--- src/rtl/meas_uart_scheduler.sv ---
// Shares one uart_send between the CC and DC measurement channels: latches each result and
// sends {SYNC, ID, VALUE} frames with round-robin arbitration and a tx_ready handshake.
module meas_uart_scheduler #(
   parameter logic [7:0] SYNC_BYTE   = 8'hA5,
   parameter logic [7:0] CC_ID       = 8'h01,
   parameter logic [7:0] DC_ID       = 8'h02,
   parameter int         ACC_TIMEOUT = 16
) (
   input  logic        fpga_clk1,
   input  logic        rst_n,
   input  logic [7:0]  cc_value,
   input  logic        cc_valid,
   input  logic [7:0]  dc_value,
   input  logic        dc_valid,
   input  logic        tx_ready,
   output logic [7:0]  tx_byte,
   output logic        tx_start,
   output logic        busy,
   output logic [15:0] frame_cnt,
   output logic [7:0]  drop_cnt
);
   localparam int TW = $clog2(ACC_TIMEOUT + 1);

   typedef enum logic [2:0] {IDLE, ARB, LOAD, WAIT_ACC, WAIT_DONE} state_t;

   // channel 0 = CC, channel 1 = DC
   state_t          state_q, state_d;
   logic [1:0][7:0] hold_q, hold_d, shad_q, shad_d;
   logic [1:0]      pend_q, pend_d, shv_q, shv_d;
   logic            last_q, last_d, gnt_q, gnt_d;
   logic [1:0]      idx_q, idx_d;
   logic [TW-1:0]   tmo_q, tmo_d;
   logic [7:0]      tx_byte_q, tx_byte_d;
   logic            tx_start_q, tx_start_d;
   logic [15:0]     frame_cnt_q, frame_cnt_d;
   logic [7:0]      drop_cnt_q, drop_cnt_d;

   logic [1:0]      vld, active, drops;
   logic [1:0][7:0] val;
   logic            arb_gnt, frame_end;
   logic [8:0]      drop_sum;
   logic [7:0]      load_byte;

   assign vld = {dc_valid, cc_valid};
   assign val = {dc_value, cc_value};

   always_comb begin
      case (pend_q)
         2'b01:   arb_gnt = 1'b0;
         2'b10:   arb_gnt = 1'b1;
         default: arb_gnt = ~last_q;
      endcase
      // a channel owns its frame from the ARB cycle that grants it until the frame ends
      for (int c = 0; c < 2; c++)
         active[c] = ((state_q == ARB) && (arb_gnt == 1'(c))) ||
                     ((state_q inside {LOAD, WAIT_ACC, WAIT_DONE}) && (gnt_q == 1'(c)));
      frame_end = (state_q == WAIT_DONE) && tx_ready && (idx_q == 2'd2);
      case (idx_q)
         2'd0:    load_byte = SYNC_BYTE;
         2'd1:    load_byte = gnt_q ? DC_ID : CC_ID;
         default: load_byte = hold_q[gnt_q];
      endcase
   end

   always_comb begin
      state_d     = state_q;
      hold_d      = hold_q;
      shad_d      = shad_q;
      pend_d      = pend_q;
      shv_d       = shv_q;
      last_d      = last_q;
      gnt_d       = gnt_q;
      idx_d       = idx_q;
      tmo_d       = tmo_q;
      tx_byte_d   = tx_byte_q;
      tx_start_d  = 1'b0;
      frame_cnt_d = frame_cnt_q;
      drops       = 2'b00;

      if (state_q == ARB) begin
         pend_d[arb_gnt] = 1'b0;
         gnt_d           = arb_gnt;
         last_d          = arb_gnt;
         idx_d           = 2'd0;
      end

      // granted hold stays frozen; new samples park in the shadow until frame end
      for (int c = 0; c < 2; c++) begin
         if (vld[c]) begin
            pend_d[c] = 1'b1;
            if (active[c]) begin
               shad_d[c] = val[c];
               shv_d[c]  = 1'b1;
               drops[c]  = shv_q[c];
            end else begin
               hold_d[c] = val[c];
               drops[c]  = pend_q[c];
            end
         end
         if (frame_end && (gnt_q == 1'(c)) && shv_d[c]) begin
            hold_d[c] = shad_d[c];
            shv_d[c]  = 1'b0;
         end
      end

      drop_sum   = {1'b0, drop_cnt_q} + 9'(drops[0]) + 9'(drops[1]);
      drop_cnt_d = drop_sum[8] ? 8'hFF : drop_sum[7:0];

      case (state_q)
         IDLE: if (|pend_q) state_d = ARB;
         // SYNC does not depend on the grant, so it can go out straight from ARB
         ARB: begin
            if (tx_ready) begin
               tx_byte_d  = SYNC_BYTE;
               tx_start_d = 1'b1;
               tmo_d      = '0;
               state_d    = WAIT_ACC;
            end else begin
               state_d = LOAD;
            end
         end
         LOAD: begin
            if (tx_ready) begin
               tx_byte_d  = load_byte;
               tx_start_d = 1'b1;
               tmo_d      = '0;
               state_d    = WAIT_ACC;
            end
         end
         WAIT_ACC: begin
            if (!tx_ready)                            state_d = WAIT_DONE;
            else if (tmo_q == TW'(ACC_TIMEOUT - 1))   state_d = LOAD;
            else                                      tmo_d   = tmo_q + 1'b1;
         end
         WAIT_DONE: begin
            if (tx_ready) begin
               if (idx_q != 2'd2) begin
                  idx_d   = idx_q + 2'd1;
                  state_d = LOAD;
               end else begin
                  frame_cnt_d = frame_cnt_q + 16'd1;
                  state_d     = IDLE;
               end
            end
         end
         default: state_d = IDLE;
      endcase
   end

   always_ff @(posedge fpga_clk1 or negedge rst_n) begin
      if (!rst_n) begin
         state_q     <= IDLE;
         hold_q      <= '0;
         shad_q      <= '0;
         pend_q      <= '0;
         shv_q       <= '0;
         last_q      <= 1'b1;
         gnt_q       <= 1'b0;
         idx_q       <= '0;
         tmo_q       <= '0;
         tx_byte_q   <= '0;
         tx_start_q  <= 1'b0;
         frame_cnt_q <= '0;
         drop_cnt_q  <= '0;
      end else begin
         state_q     <= state_d;
         hold_q      <= hold_d;
         shad_q      <= shad_d;
         pend_q      <= pend_d;
         shv_q       <= shv_d;
         last_q      <= last_d;
         gnt_q       <= gnt_d;
         idx_q       <= idx_d;
         tmo_q       <= tmo_d;
         tx_byte_q   <= tx_byte_d;
         tx_start_q  <= tx_start_d;
         frame_cnt_q <= frame_cnt_d;
         drop_cnt_q  <= drop_cnt_d;
      end
   end

   assign tx_byte   = tx_byte_q;
   assign tx_start  = tx_start_q;
   assign busy      = (state_q != IDLE);
   assign frame_cnt = frame_cnt_q;
   assign drop_cnt  = drop_cnt_q;
endmodule

--- config.mk ---
export PLATFORM = sky130hd
export DESIGN_NAME = meas_uart_scheduler
export DESIGN_NICKNAME = d
export VERILOG_FILES = /design/src/rtl/meas_uart_scheduler.sv
export SDC_FILE = /design/constraint.sdc
export NUM_CORES = 1
export LEC_CHECK = 0
export BUFFER_PORTS_ARGS = -buffer_cell sky130_fd_sc_hd__buf_4
export CORE_ASPECT_RATIO = 0.6
export CORE_MARGIN = 2
export CORE_UTILIZATION = 40
export CTS_BUF_LIST = sky130_fd_sc_hd__clkbuf_4
export DETAILED_ROUTE_END_ITERATION = 8
export PLACE_DENSITY = 0.71
export SLEW_MARGIN = 20
export SYNTH_ARGS = -nofsm -noshare
export SYNTH_HDL_FRONTEND = slang
export SYNTH_SLANG_ARGS = --single-unit
export TNS_END_PERCENT = 1
--- constraint.sdc ---
create_clock -name fpga_clk1 -period 4.95 [get_ports fpga_clk1]
set_clock_uncertainty 0.15 [all_clocks]
set_input_delay 0.495 -clock fpga_clk1 [delete_from_list [all_inputs] [get_ports fpga_clk1]]
set_output_delay 0.495 -clock fpga_clk1 [all_outputs]
set_load 0.01 [all_outputs]
### Word level (Yosys, flattened, before mapping)

Index checks and enable logic that the tools add are counted.

* flip-flop bits (word level): 81
* input bits: 21

* add/sub/neg operators: 5
* $lt $le $gt $ge: 3
* equal/unequal tests: 20
* mux-type cells: 52
* bitwise logic cells: 6
* reduce and logical (&&, ||, !) cells: 31

Operators by type and width (number)
* two-way mux 8 bit: 15
* case mux 8 bit (2 select lines): 2
* adder 16 x 1 -> 16 bit, second input constant: 1
* two-way mux 1 bit: 16
* two-way mux 3 bit: 5
* two-way mux 5 bit: 3
* case mux 3 bit (5 select lines): 1
* two-way mux 2 bit: 7
* inequality test 2 bit, second input constant: 7
* nonzero test 2 bit: 6
* logical AND 1 bit: 11
* case mux 5 bit (2 select lines): 1
* adder 8 x 1 -> 9 bit: 1
* adder 9 x 1 -> 9 bit: 1
* AND reduction 4 bit: 2
* equality test 3 x 2 -> 1 bit, second input constant: 2
* inequality test 2 x 1 -> 1 bit, second input constant: 3
* AND reduction 3 bit: 2
* nonzero test 3 bit: 2
* adder 5 x 1 -> 5 bit, second input constant: 1
* equality test 5 x 4 -> 1 bit, second input constant: 1
* equality test 2 x 1 -> 1 bit, second input constant: 2
* equality test 2 bit, second input constant: 2
* < comparator 1 x 2 -> 1 bit, second input constant: 2
* 15 further kinds: 21

### Longest topological paths before layout

Gate-level depths: netlist of run 1.

* depth after elaboration: 10
* depth in mapped cells: 14

### Least setup slack after synthesis of run 1

Ideal clock, no wire load.

* kind: register to register
* from: reg pend_q[0]
* to: reg drop_cnt_q[1] (netlist: drop_cnt[1])
* library setup time: 83 ps
* arrival time: 2766 ps
* required time: 4717 ps
* setup slack: 1952 ps
* stages on the path, launching flop included: 14
* clock period less this slack: 2998 ps
* path through: dfrtp_1 inv_1 ha_1 nand2b_1 and3_4 buf_6 o31ai_1 nand2_1 fa_1 nor2b_1 and3_1 and3_1 nand3_1 o21ai_0

* cells in the longest elaborated chain, start to end: 10

RTL lines
* start, declared: line 29 `logic [1:0] pend_q, pend_d, shv_q, shv_d;`
* start signal, assigned: line 169 `pend_q <= pend_d;`
* equality test 2 bit / equality test 2 x 1 -> 1 bit (equally long branches): line 48 `case (pend_q)`
* case mux 1 bit (2 select lines): line 48
* inverter 1 bit: line 55 `active[c] = ((state_q == ARB) && (arb_gnt == 1'(c))) ||`
* logical AND 1 bit: line 55
* logical OR 1 bit: line 55
* two-way mux 1 bit: line 91 `if (active[c]) begin`
* two-way mux 1 bit: line 89 `if (vld[c]) begin`
* adder 8 x 1 -> 9 bit: line 106 `drop_sum = {1'b0, drop_cnt_q} + 9'(drops[0]) + 9'(drops[1]);`
* adder 9 x 1 -> 9 bit (*): line 106
* two-way mux 8 bit (*): line 107 `drop_cnt_d = drop_sum[8] ? 8'hFF : drop_sum[7:0];`
* via drop_cnt_d[1]: line 36 `logic [7:0] drop_cnt_q, drop_cnt_d;`
* end signal, assigned: line 178 `drop_cnt_q <= drop_cnt_d;`
* end, declared: line 36

The timed path passes the listed nets; every way through them passes the cells marked *.
A chain may end at the register's enable or synchronous reset.

### Final worst setup path of run 1

* from: reg state_q[0]
* to: reg drop_cnt_q[3] (netlist: drop_cnt[3])

* cells in the longest elaborated chain, start to end: 9

RTL lines
* start, declared: line 27 `state_t state_q, state_d;`
* start signal, assigned: line 166 `state_q <= state_d;`
* equality test 3 x 2 -> 1 bit / equality test 3 bit (equally long branches): line 56 `((state_q inside {LOAD, WAIT_ACC, WAIT_DONE}) && (gnt_q == 1'(c)));`
* nonzero test 3 bit: line 56
* logical AND 1 bit: line 56
* logical OR 1 bit: line 55
* two-way mux 1 bit: line 91
* two-way mux 1 bit: line 89
* adder 8 x 1 -> 9 bit: line 106
* adder 9 x 1 -> 9 bit (*): line 106
* two-way mux 8 bit (*): line 107
* via drop_cnt_d[3]: line 36

Marks and branches as above.

==> qor.txt, run 1 <==
POWER AND IR DROP
--------------------------------------------------------------------------------
Power density normalized to cell area                               555.6 nW/um2
Worst-case vdd ir drop                                                 0.2485 mV
Static Leak                                                             2.064 nW

CRITICAL PATH
--------------------------------------------------------------------------------
Reg2reg path depth                                                            11
CP required                                                              5.16 ns
Highest fanout seen on the critical path                                      16
Worst reg2reg endpoint                                               drop_cnt[3]
Crit path launch type                                                  flip-flop
R2R setup slack                                                          1.55 ns
Type of the setup path with the least slack                           reg -> reg
Worst r2r src                                                         state_q[0]
Worst EP arrival                                                         3.61 ns
Crit end category                                                      flip-flop

DETAILED ROUTING
--------------------------------------------------------------------------------
Average wire per cell in the routed design                              15.73 um
Count of nets left with antenna violations after detail routing                0
Detail-routed via count per cell                                           5.205
Routed via count                                                            2743
First-pass DRT Iterations                                                      4
Detailed-route wire length                                               8289 um
DRC violation count after routing                                              0
Number of DRC markers in iteration 0                                         140

LOGIC SYNTHESIS
--------------------------------------------------------------------------------
Avg Inst Size Synth                                                    11.81 um2
Number of synthesized flops with an enable pin                                 0
Area fraction of the dominant cell type after synthesis                   50.75%
Top FF cell, synth                                                  sky130_fd_sc_hd__dfrtp_1
Net count of the mapped netlist                                              361
Synth Warn #                                                                   0
Summed instance area of the synthesized netlist                         3945 um2
Gate count of the mapped netlist                                             334
Asr flop ratio synth                                                      100.0%
Biggest area contributors in the synthesized netlist                sky130_fd_sc_hd__dfrtp_1 (51%), sky130_fd_sc_hd__mux2_2 (4.6%), sky130_fd_sc_hd__o221a_1 (4.6%)
Seq cells post-synth                                                          81
Library cell with the largest summed area after synthesis           sky130_fd_sc_hd__dfrtp_1
Seq/Total Area, Yosys                                                     51.41%
Number of different library cells in the post-synthesis netlist               57

FLOORPLAN
--------------------------------------------------------------------------------
Starting utilization of the core area                                     40.51%
Count of standard-cell rows                                                   28
Die ar.                                                                10700 um2
Die Width                                                               132.2 um
Overall die height                                                      80.93 um
Io pins                                                                       55
Area of the placeable core                                              9739 um2

LAYOUT
--------------------------------------------------------------------------------
Layout cells sized above 1                                                27.04%
Layout overhead on the synthesized area                                   17.67%
Fill cell instance count of the final layout                                 921
Total number of nets in the final design                                     415
Number of standard cells in the layout, taps in and fillers out              527
Antenna Cells                                                                  0
Layout Utilization                                                        47.66%

CLOCK NETWORK
--------------------------------------------------------------------------------
Clock transition at the registers of the reported paths                  0.12 ns
Count of buffers added by post-CTS timing repair for setup                     0
Number of buffers added to fix hold violations after cts                       0
Post-CTS sizing                                                                0
Number of clock buffers inserted by TritonCTS                                  9
CTS Buffer Depth                                                               2
Buffer type at the clock tree root                                  sky130_fd_sc_hd__clkbuf_4
CTS tree                                                                    done
H-tree levels                                                                  3
Number of sinks driven by the clock tree                                      81
Clock network latency to the later pin of the worst-skew pair            0.44 ns

GLOBAL ROUTING
--------------------------------------------------------------------------------
Maximum number of pins on one net before global-route repair                  82
Total grt overflow                                                             0
Number of global-route vias before repair                                   2585
Wire length of the first global-routing pass                            13620 um
Number of antenna violations at the first check in global routing              0
Overall routing resource usage                                            16.67%

PLACEMENT
--------------------------------------------------------------------------------
Routability cong.                                                         0.7872
Placed Cells incl. Taps                                                      511
DP Wirelength                                                            5937 um
IO Port Bufs                                                                  54
Worst setup slack after placement                                       1.586 ns

TIMING
--------------------------------------------------------------------------------
Worst Slack Setup Final                                                 1.553 ns
Setup violations, final                                                        0
Hold violation count in the final report                                       0
Final worst path period share                                             68.62%
Final period demand of the worst path                                   3.397 ns
Final Max Slew Viols                                                           0
Tightest slew margin relative to the limit                                39.23%
Maximum operating frequency                                           0.2944 GHz
Transition time at the pin with the least slew margin                  0.9115 ns
Setup repair after global routing missed its margin                           no
Setup TNS                                                                   0 ns
Hold Worst Slack                                                       0.1374 ns

RUN STATUS
--------------------------------------------------------------------------------
Outcome                                                             complete, no violations

MIN PATH
--------------------------------------------------------------------------------
Worst hold path cell count                                                     2
Beginning of the worst hold path                                     dc_value[4]
Path class of the lowest-slack min-delay path                          in -> reg
Destination of the worst hold path                                    shad_q[12]

RUN
--------------------------------------------------------------------------------
Max_cap viols                                                                  0

registers in the layout (all words and copies together), names as in the netlist:
signal	cells
idx_q	2
shad_q	16
tmo_q	5
tx_start	1
shv_q	2
state_q	3
hold_q	16
last_q	1
frame_cnt	16
pend_q	2
gnt_q	1
drop_cnt	8
tx_byte	8
logic make-up after synthesis:
logic type	after synthesis	synth area share, %
AOI/OAI and AO/OA	73	16.14
xor gates and xnor gates	19	4.218
adders and majority gates	6	2.093
buffers and inverters	23	2.854
DFF	81	51.41
muxes	23	6.343
and+or+nand+nor	109	16.94
critical path: stages (launching register included):
cell,delay [ns]
sky130_fd_sc_hd__dfrtp_1,0.62
sky130_fd_sc_hd__nor3b_2,0.37
sky130_fd_sc_hd__a21boi_4,0.38
sky130_fd_sc_hd__o21ai_0,0.15
sky130_fd_sc_hd__o31ai_1,0.09
sky130_fd_sc_hd__nand2_1,0.09
sky130_fd_sc_hd__fa_1,0.38
sky130_fd_sc_hd__nor2b_1,0.25
sky130_fd_sc_hd__and3_1,0.27
sky130_fd_sc_hd__and3_1,0.24
sky130_fd_sc_hd__nand3_1,0.18
sky130_fd_sc_hd__o21ai_0,0.13
per-stage QoR:
stage | power, mW | instance area (um2)
after global routing | 2.771 | 4642
after global placement | 2.067 | 4448
after CTS | 2.597 | 4628
final | 2.579 | 4642
after detailed placement | 2.100 | 4448
after floorplan | 1.798 | 3945
report_power, final:
part           internal (mW)  switching (mW)  leakage (nW)
logic                  0.489           0.477         0.986
clock network          0.271           0.218        0.0976
registers              0.890           0.235         0.980
cells in the final DEF (no fill, tap or decap), drive strengths merged, types with 2 or more instances in the layout:
cell type	netlist	final
dfrtp	80	80
buf	6	54
nand2	25	25
nor2	21	21
mux2	16	16
nand3b	16	16
o221a	16	16
o21ai	16	16
clkbuf	6	12
a21oi	12	12
inv	11	11
xnor2	11	11
nand2b	10	10
nor2b	8	8
xor2	8	8
mux2i	7	7
and3	7	7
nand3	6	6
nand4	6	6
o22ai	6	6
ha	5	5
a31oi	3	3
o32a	3	3
bufinv	0	3
a21boi	3	3
nor3	3	3
a32oi	2	2
o31ai	2	2
o21a	2	2
o21bai	2	2
cell usage after synthesis, types with 2 or more instances:
| cell type | n |
|---|---|
| sky130_fd_sc_hd__a21boi_4 | 2 |
| sky130_fd_sc_hd__a21oi_1 | 10 |
| sky130_fd_sc_hd__a31oi_1 | 3 |
| sky130_fd_sc_hd__a32oi_1 | 2 |
| sky130_fd_sc_hd__and3_1 | 6 |
| sky130_fd_sc_hd__buf_2 | 3 |
| sky130_fd_sc_hd__buf_6 | 3 |
| sky130_fd_sc_hd__clkbuf_1 | 6 |
| sky130_fd_sc_hd__dfrtp_1 | 80 |
| sky130_fd_sc_hd__ha_1 | 5 |
| sky130_fd_sc_hd__inv_1 | 11 |
| sky130_fd_sc_hd__mux2_2 | 16 |
| sky130_fd_sc_hd__mux2i_1 | 7 |
| sky130_fd_sc_hd__nand2_1 | 25 |
| sky130_fd_sc_hd__nand2b_1 | 9 |
| sky130_fd_sc_hd__nand3_1 | 5 |
| sky130_fd_sc_hd__nand3b_1 | 16 |
| sky130_fd_sc_hd__nand4_1 | 5 |
| sky130_fd_sc_hd__nor2_1 | 20 |
| sky130_fd_sc_hd__nor2b_1 | 8 |
| sky130_fd_sc_hd__o21a_4 | 2 |
| sky130_fd_sc_hd__o21ai_0 | 14 |
| sky130_fd_sc_hd__o21ai_4 | 2 |
| sky130_fd_sc_hd__o21bai_1 | 2 |
| sky130_fd_sc_hd__o221a_1 | 16 |
| sky130_fd_sc_hd__o22ai_1 | 5 |
| sky130_fd_sc_hd__o31ai_1 | 2 |
| sky130_fd_sc_hd__o32a_1 | 3 |
| sky130_fd_sc_hd__xnor2_1 | 11 |
| sky130_fd_sc_hd__xor2_1 | 8 |
worst max path at each step:
stage	from	to	cells past startpoint
CTS	state_q[0]	drop_cnt[3]	11
floorplan	pend_q[0]	drop_cnt[1]	13
global route	state_q[0]	drop_cnt[3]	11
detailed placement	state_q[0]	drop_cnt[3]	11
finish	state_q[0]	drop_cnt[3]	11
global placement	gnt_q	drop_cnt[3]	10
routing by layer:
layer	GRT usage, %	wire length (um)	part of all wire (%)
met1	25.34	4426	53
met2	22.40	3397	41
met3	4.557	348	4.2
met4	6.022	116	1.4
met5	0	0	0
layout make-up:
type | count | area, um2 | share of cell area, %
Multi-Input combinational cell | 230 | 1804 | 38.87
Clock buffer | 12 | 90.09 | 1.941
Inverter | 11 | 41.29 | 0.8895
Sequential cell | 81 | 2028 | 43.69
Timing Repair Buffer | 55 | 419.2 | 9.030
Tap cell | 135 | 168.9 | 3.639
Clock inverter | 3 | 90.09 | 1.941
(Power assumes the default switching activity.)
==> inputs of run 2 (changes only) <==
--- a/config.mk
+++ b/config.mk
@@ -5,13 +5,14 @@
 export SDC_FILE = /design/constraint.sdc
 export NUM_CORES = 1
 export LEC_CHECK = 0
+export ABC_AREA = 1
 export BUFFER_PORTS_ARGS = -buffer_cell sky130_fd_sc_hd__buf_4
 export CORE_ASPECT_RATIO = 0.6
 export CORE_MARGIN = 2
 export CORE_UTILIZATION = 40
 export CTS_BUF_LIST = sky130_fd_sc_hd__clkbuf_4
 export DETAILED_ROUTE_END_ITERATION = 8
-export PLACE_DENSITY = 0.71
+export PLACE_DENSITY = 0.73
 export SLEW_MARGIN = 20
 export SYNTH_ARGS = -nofsm -noshare
 export SYNTH_HDL_FRONTEND = slang
==> constraint.sdc (replaced) <==
create_clock -name fpga_clk1 -period 3.1 [get_ports fpga_clk1]
set_clock_uncertainty 0.15 [all_clocks]
set_input_delay 0.31 -clock fpga_clk1 [delete_from_list [all_inputs] [get_ports fpga_clk1]]
set_output_delay 0.31 -clock fpga_clk1 [all_outputs]
set_load 0.01 [all_outputs]
==> qor.txt, run 2 <==
LOGIC SYNTHESIS
-------------------------------------------------------------------------------------
Net count of the mapped netlist                                                   489   +35%
Most frequently used cell type in the post-synthesis netlist             sky130_fd_sc_hd__nand2_1
Area fraction of the dominant cell type after synthesis                        50.76%   about the same
Most frequent cells after synthesis                                      sky130_fd_sc_hd__nand2_1 (128), sky130_fd_sc_hd__dfrtp_1 (80), sky130_fd_sc_hd__nand3_1 (61), sky130_fd_sc_hd__nor2_1 (40), sky130_fd_sc_hd__inv_1 (39)
Seq/Total Area, Yosys                                                          51.43%   about the same
Biggest area contributors in the synthesized netlist                     sky130_fd_sc_hd__dfrtp_1 (51%), sky130_fd_sc_hd__nand2_1 (12%), sky130_fd_sc_hd__nand3_1 (7.7%)
Top FF cell, synth                                                       sky130_fd_sc_hd__dfrtp_1
Synth Warn #                                                                        0   unchanged
Avg Inst Size Synth                                                         8.536 um2   -28%
Number of different library cells in the post-synthesis netlist                    36   -37%
Gate count of the mapped netlist                                                  462   +38%
Seq cells post-synth                                                               81   unchanged
Library cell with the largest summed area after synthesis                sky130_fd_sc_hd__dfrtp_1
Number of synthesized flops with an enable pin                                      0   unchanged
Summed instance area of the synthesized netlist                              3944 um2   about the same
Asr flop ratio synth                                                           100.0%   unchanged

CRITICAL PATH
-------------------------------------------------------------------------------------
Most Frequent Cell on Critical Path                                      sky130_fd_sc_hd__nor2_1
R2R setup slack                                                               0.21 ns   -1.35 ns
Kind of cell adding the most delay to the critical path                  simple AND/OR/NAND/NOR gates
CP required                                                                   3.28 ns   -1.88 ns
Crit path launch type                                                       flip-flop
Cell with the largest stage delay on the worst path                      sky130_fd_sc_hd__dfrtp_1
Highest fanout seen on the critical path                                            4   -12
Cell depth of the worst setup path                                                 18   +7
CP bufs+invs                                                                        3   +3
Worst reg2reg endpoint                                                    drop_cnt[6]
Worst EP arrival                                                              3.07 ns   -0.54 ns
Crit end category                                                           flip-flop
Cell Chain, Critical Path                                                inv_2, ha_4, nand2_1, inv_1, nor2_1, nand2_2, nand2_4, nand2_4, nor2_1, a21oi_1, fa_2, or2_4, nor2_4, nand2_1, inv_2, nand3_1, nor2_1, o21ai_0
Worst path max stage delay                                                    0.42 ns   -0.20 ns
Worst r2r src                                                               pend_q[0]
Capturing instance or port of the critical path                           drop_cnt[6]
Reg2reg path depth                                                                 18   +7
Type of the setup path with the least slack                                reg -> reg
Source of the critical timing path                                          pend_q[0]

LAYOUT
-------------------------------------------------------------------------------------
Commonest cells after routing, fill and taps aside                       sky130_fd_sc_hd__nand2_1 (128), sky130_fd_sc_hd__dfrtp_1 (80), sky130_fd_sc_hd__buf_4 (63)
Antenna Cells                                                                       0   unchanged
Total number of nets in the final design                                          573   +38%
Fill cell instance count of the final layout                                      956   +3.8%
Layout overhead on the synthesized area                                        24.02%
Most frequent standard cell in the layout excluding fill and tap cells   sky130_fd_sc_hd__nand2_1
Layout cells sized above 1                                                     21.05%   -6.0 points

POWER AND IR DROP
-------------------------------------------------------------------------------------
Comb power frac                                                                 41.9%   +4.5 points
Clock power frac                                                                17.3%   -1.7 points
Worst-case vdd ir drop                                                      0.3999 mV   +61%
Internal portion of total power                                              2.400 mW   +46%
Static Leak                                                                  2.442 nW   +18%
Switching Fraction                                                             40.57%   +4.5 points
Net Sw Power                                                                 1.638 mW   +76%
Reg power frac                                                                  40.8%   -2.8 points
Total design power                                                           4.038 mW   +57%
Power density normalized to cell area                                    825.5 nW/um2   +49%

TIMING
-------------------------------------------------------------------------------------
Transition time at the pin with the least slew margin                       0.7287 ns   -0.1829 ns
Worst Slack Setup Final                                                     0.2077 ns   -1.346 ns
Final period demand of the worst path                                        2.892 ns   -0.5043 ns
Setup repair after global routing missed its margin                                no
Hold violation count in the final report                                            0   unchanged
Tightest slew margin relative to the limit                                     51.42%   +12 points
Final Max Slew Viols                                                                0   unchanged
Setup violations, final                                                             0   unchanged
Final worst path period share                                                  93.30%   +25 points
Maximum operating frequency                                                0.3457 GHz   +17%

DETAILED ROUTING
-------------------------------------------------------------------------------------
DRC violation count after routing                                                   0   unchanged
Detailed-route wire length                                                    8920 um   +7.6%
Detail-routed via count per cell                                                4.829   -7.2%
First-pass DRT Iterations                                                           4   unchanged
Number of DRC markers in iteration 0                                              267   +91%
Count of nets left with antenna violations after detail routing                     0   unchanged
Average wire per cell in the routed design                                   13.00 um   -17%
Routed via count                                                                 3313   +21%

CLOCK NETWORK
-------------------------------------------------------------------------------------
Count of buffers added by post-CTS timing repair for setup                          0   unchanged
Number of clock buffers inserted by TritonCTS                                       9   unchanged
CTS tree                                                                         done
H-tree levels                                                                       3   unchanged
Clock transition at the registers of the reported paths                       0.13 ns   about the same
CTS Buffer Depth                                                                    2   unchanged
Clock network latency to the later pin of the worst-skew pair                 0.43 ns   about the same
Buffer type at the clock tree root                                       sky130_fd_sc_hd__clkbuf_4
Number of sinks driven by the clock tree                                           81   unchanged

RUN STATUS
-------------------------------------------------------------------------------------
Outcome                                                                  complete, no violations

GLOBAL ROUTING
-------------------------------------------------------------------------------------
Wire length of the first global-routing pass                                 14910 um   +9.5%
Maximum number of pins on one net before global-route repair                       82   unchanged
Number of antenna violations at the first check in global routing                   0   unchanged
Number of global-route vias before repair                                        3105   +20%
Overall routing resource usage                                                 17.78%   +1.1 points
Total grt overflow                                                                  0   unchanged

FLOORPLAN
-------------------------------------------------------------------------------------
Count of standard-cell rows                                                        28   unchanged
Area of the placeable core                                                   9739 um2   unchanged
Die Width                                                                    132.2 um   about the same
Overall die height                                                           80.92 um   about the same
Starting utilization of the core area                                          40.49%   about the same
Io pins                                                                            55   unchanged
Die ar.                                                                     10700 um2   about the same

MIN PATH
-------------------------------------------------------------------------------------
Path class of the lowest-slack min-delay path                               in -> reg

RUN
-------------------------------------------------------------------------------------
Max_cap viols                                                                       0   unchanged

PLACEMENT
-------------------------------------------------------------------------------------
Routability cong.                                                              0.8557   +8.7%
Worst setup slack after placement                                         -0.06253 ns   -1.648 ns
DP Wirelength                                                                 6630 um   +12%
IO Port Bufs                                                                       54   unchanged

==> run 2: layer usage <==
layer  wire [um]  track usage [%]  share of wire [%]  up-vias
li1            -                -                  -     1653
met1        4487            26.43                 50     1558
met2        3738            25.83                 42       95
met3         626            5.181                7.0        7
met4          68            3.548               0.76        0
met5           0                0                  0        -
==> run 2: power groups by stage <==
stage	combinational (mW)	sequential [mW]	clock, mW
floorplan	1.10	1.61	0
global placement	1.56	1.64	0
detailed placement	1.62	1.66	0
CTS	1.66	1.64	0.720
global route	1.92	1.69	0.760
finish	1.69	1.65	0.700
==> run 2: what timing repair did <==
| item | in CTS | in global routing |
|---|---|---|
| hold endpoints to repair | 112 | 0 |
| pin swaps | 1 | 1 |
| resized for setup | 2 | 5 |
| hold buffers | 17 | 0 |
| endpoints found under the setup margin | 2 | 8 |
==> run 2: worst min path at each step <==
stage / start / to / slack [ns] / cells after the start
final: tx_ready / tx_byte[1] / 0.04 / 3
after global routing: tx_ready / tx_byte[1] / 0.01 / 3
after CTS: tx_ready / tx_byte[1] / 0.007 / 3
after detailed placement: shad_q[14] / shad_q[14] / 0.31 / 2
after global placement: shad_q[11] / shad_q[11] / 0.30 / 2
after floorplan: rst_n / drop_cnt[0] / -0.14 / 0
==> run 2: layout make-up <==
class	instances	area (um2)	share of cell area [%]
Inverter	43	161.4	3.300
Clock buffer	10	75.07	1.535
Multi-Input combinational cell	330	1720	35.18
Timing Repair Buffer	81	654.4	13.38
Sequential cell	81	2028	41.47
Clock inverter	6	82.58	1.688
Tap cell	135	168.9	3.454
==> run 2: per-stage QoR <==
stage                     instances  utilization, %  area (um2)   TNS, ns  hold slack, ns
after floorplan                 462               -        3944         0         -0.1356
after global placement          653           46.56        4534         0          0.3031
after detailed placement        653           46.56        4534  -0.06960          0.3081
after CTS                       686           49.97        4867         0        0.007085
after global routing            686           50.22        4891         0        0.009866
final                           686           50.22        4891         0         0.03705
==> run 2: logic make-up after synthesis <==
group                    share of synthesized area [%]
AO/OA/AOI/OAI                                    6.440
XOR/XNOR                                         3.109
AND/OR/NAND/NOR                                  30.58
flip-flops                                       51.43
multiplexers                                    0.7615
buffers and inverters                            5.583
adder cells (fa/ha/maj)                          2.094
==> run 2: worst min-delay path: cells and delay by family <==
kind,cells,cell delay (ns)
AND/OR/NAND/NOR,2,0.13
buffers and inverters,1,0.15
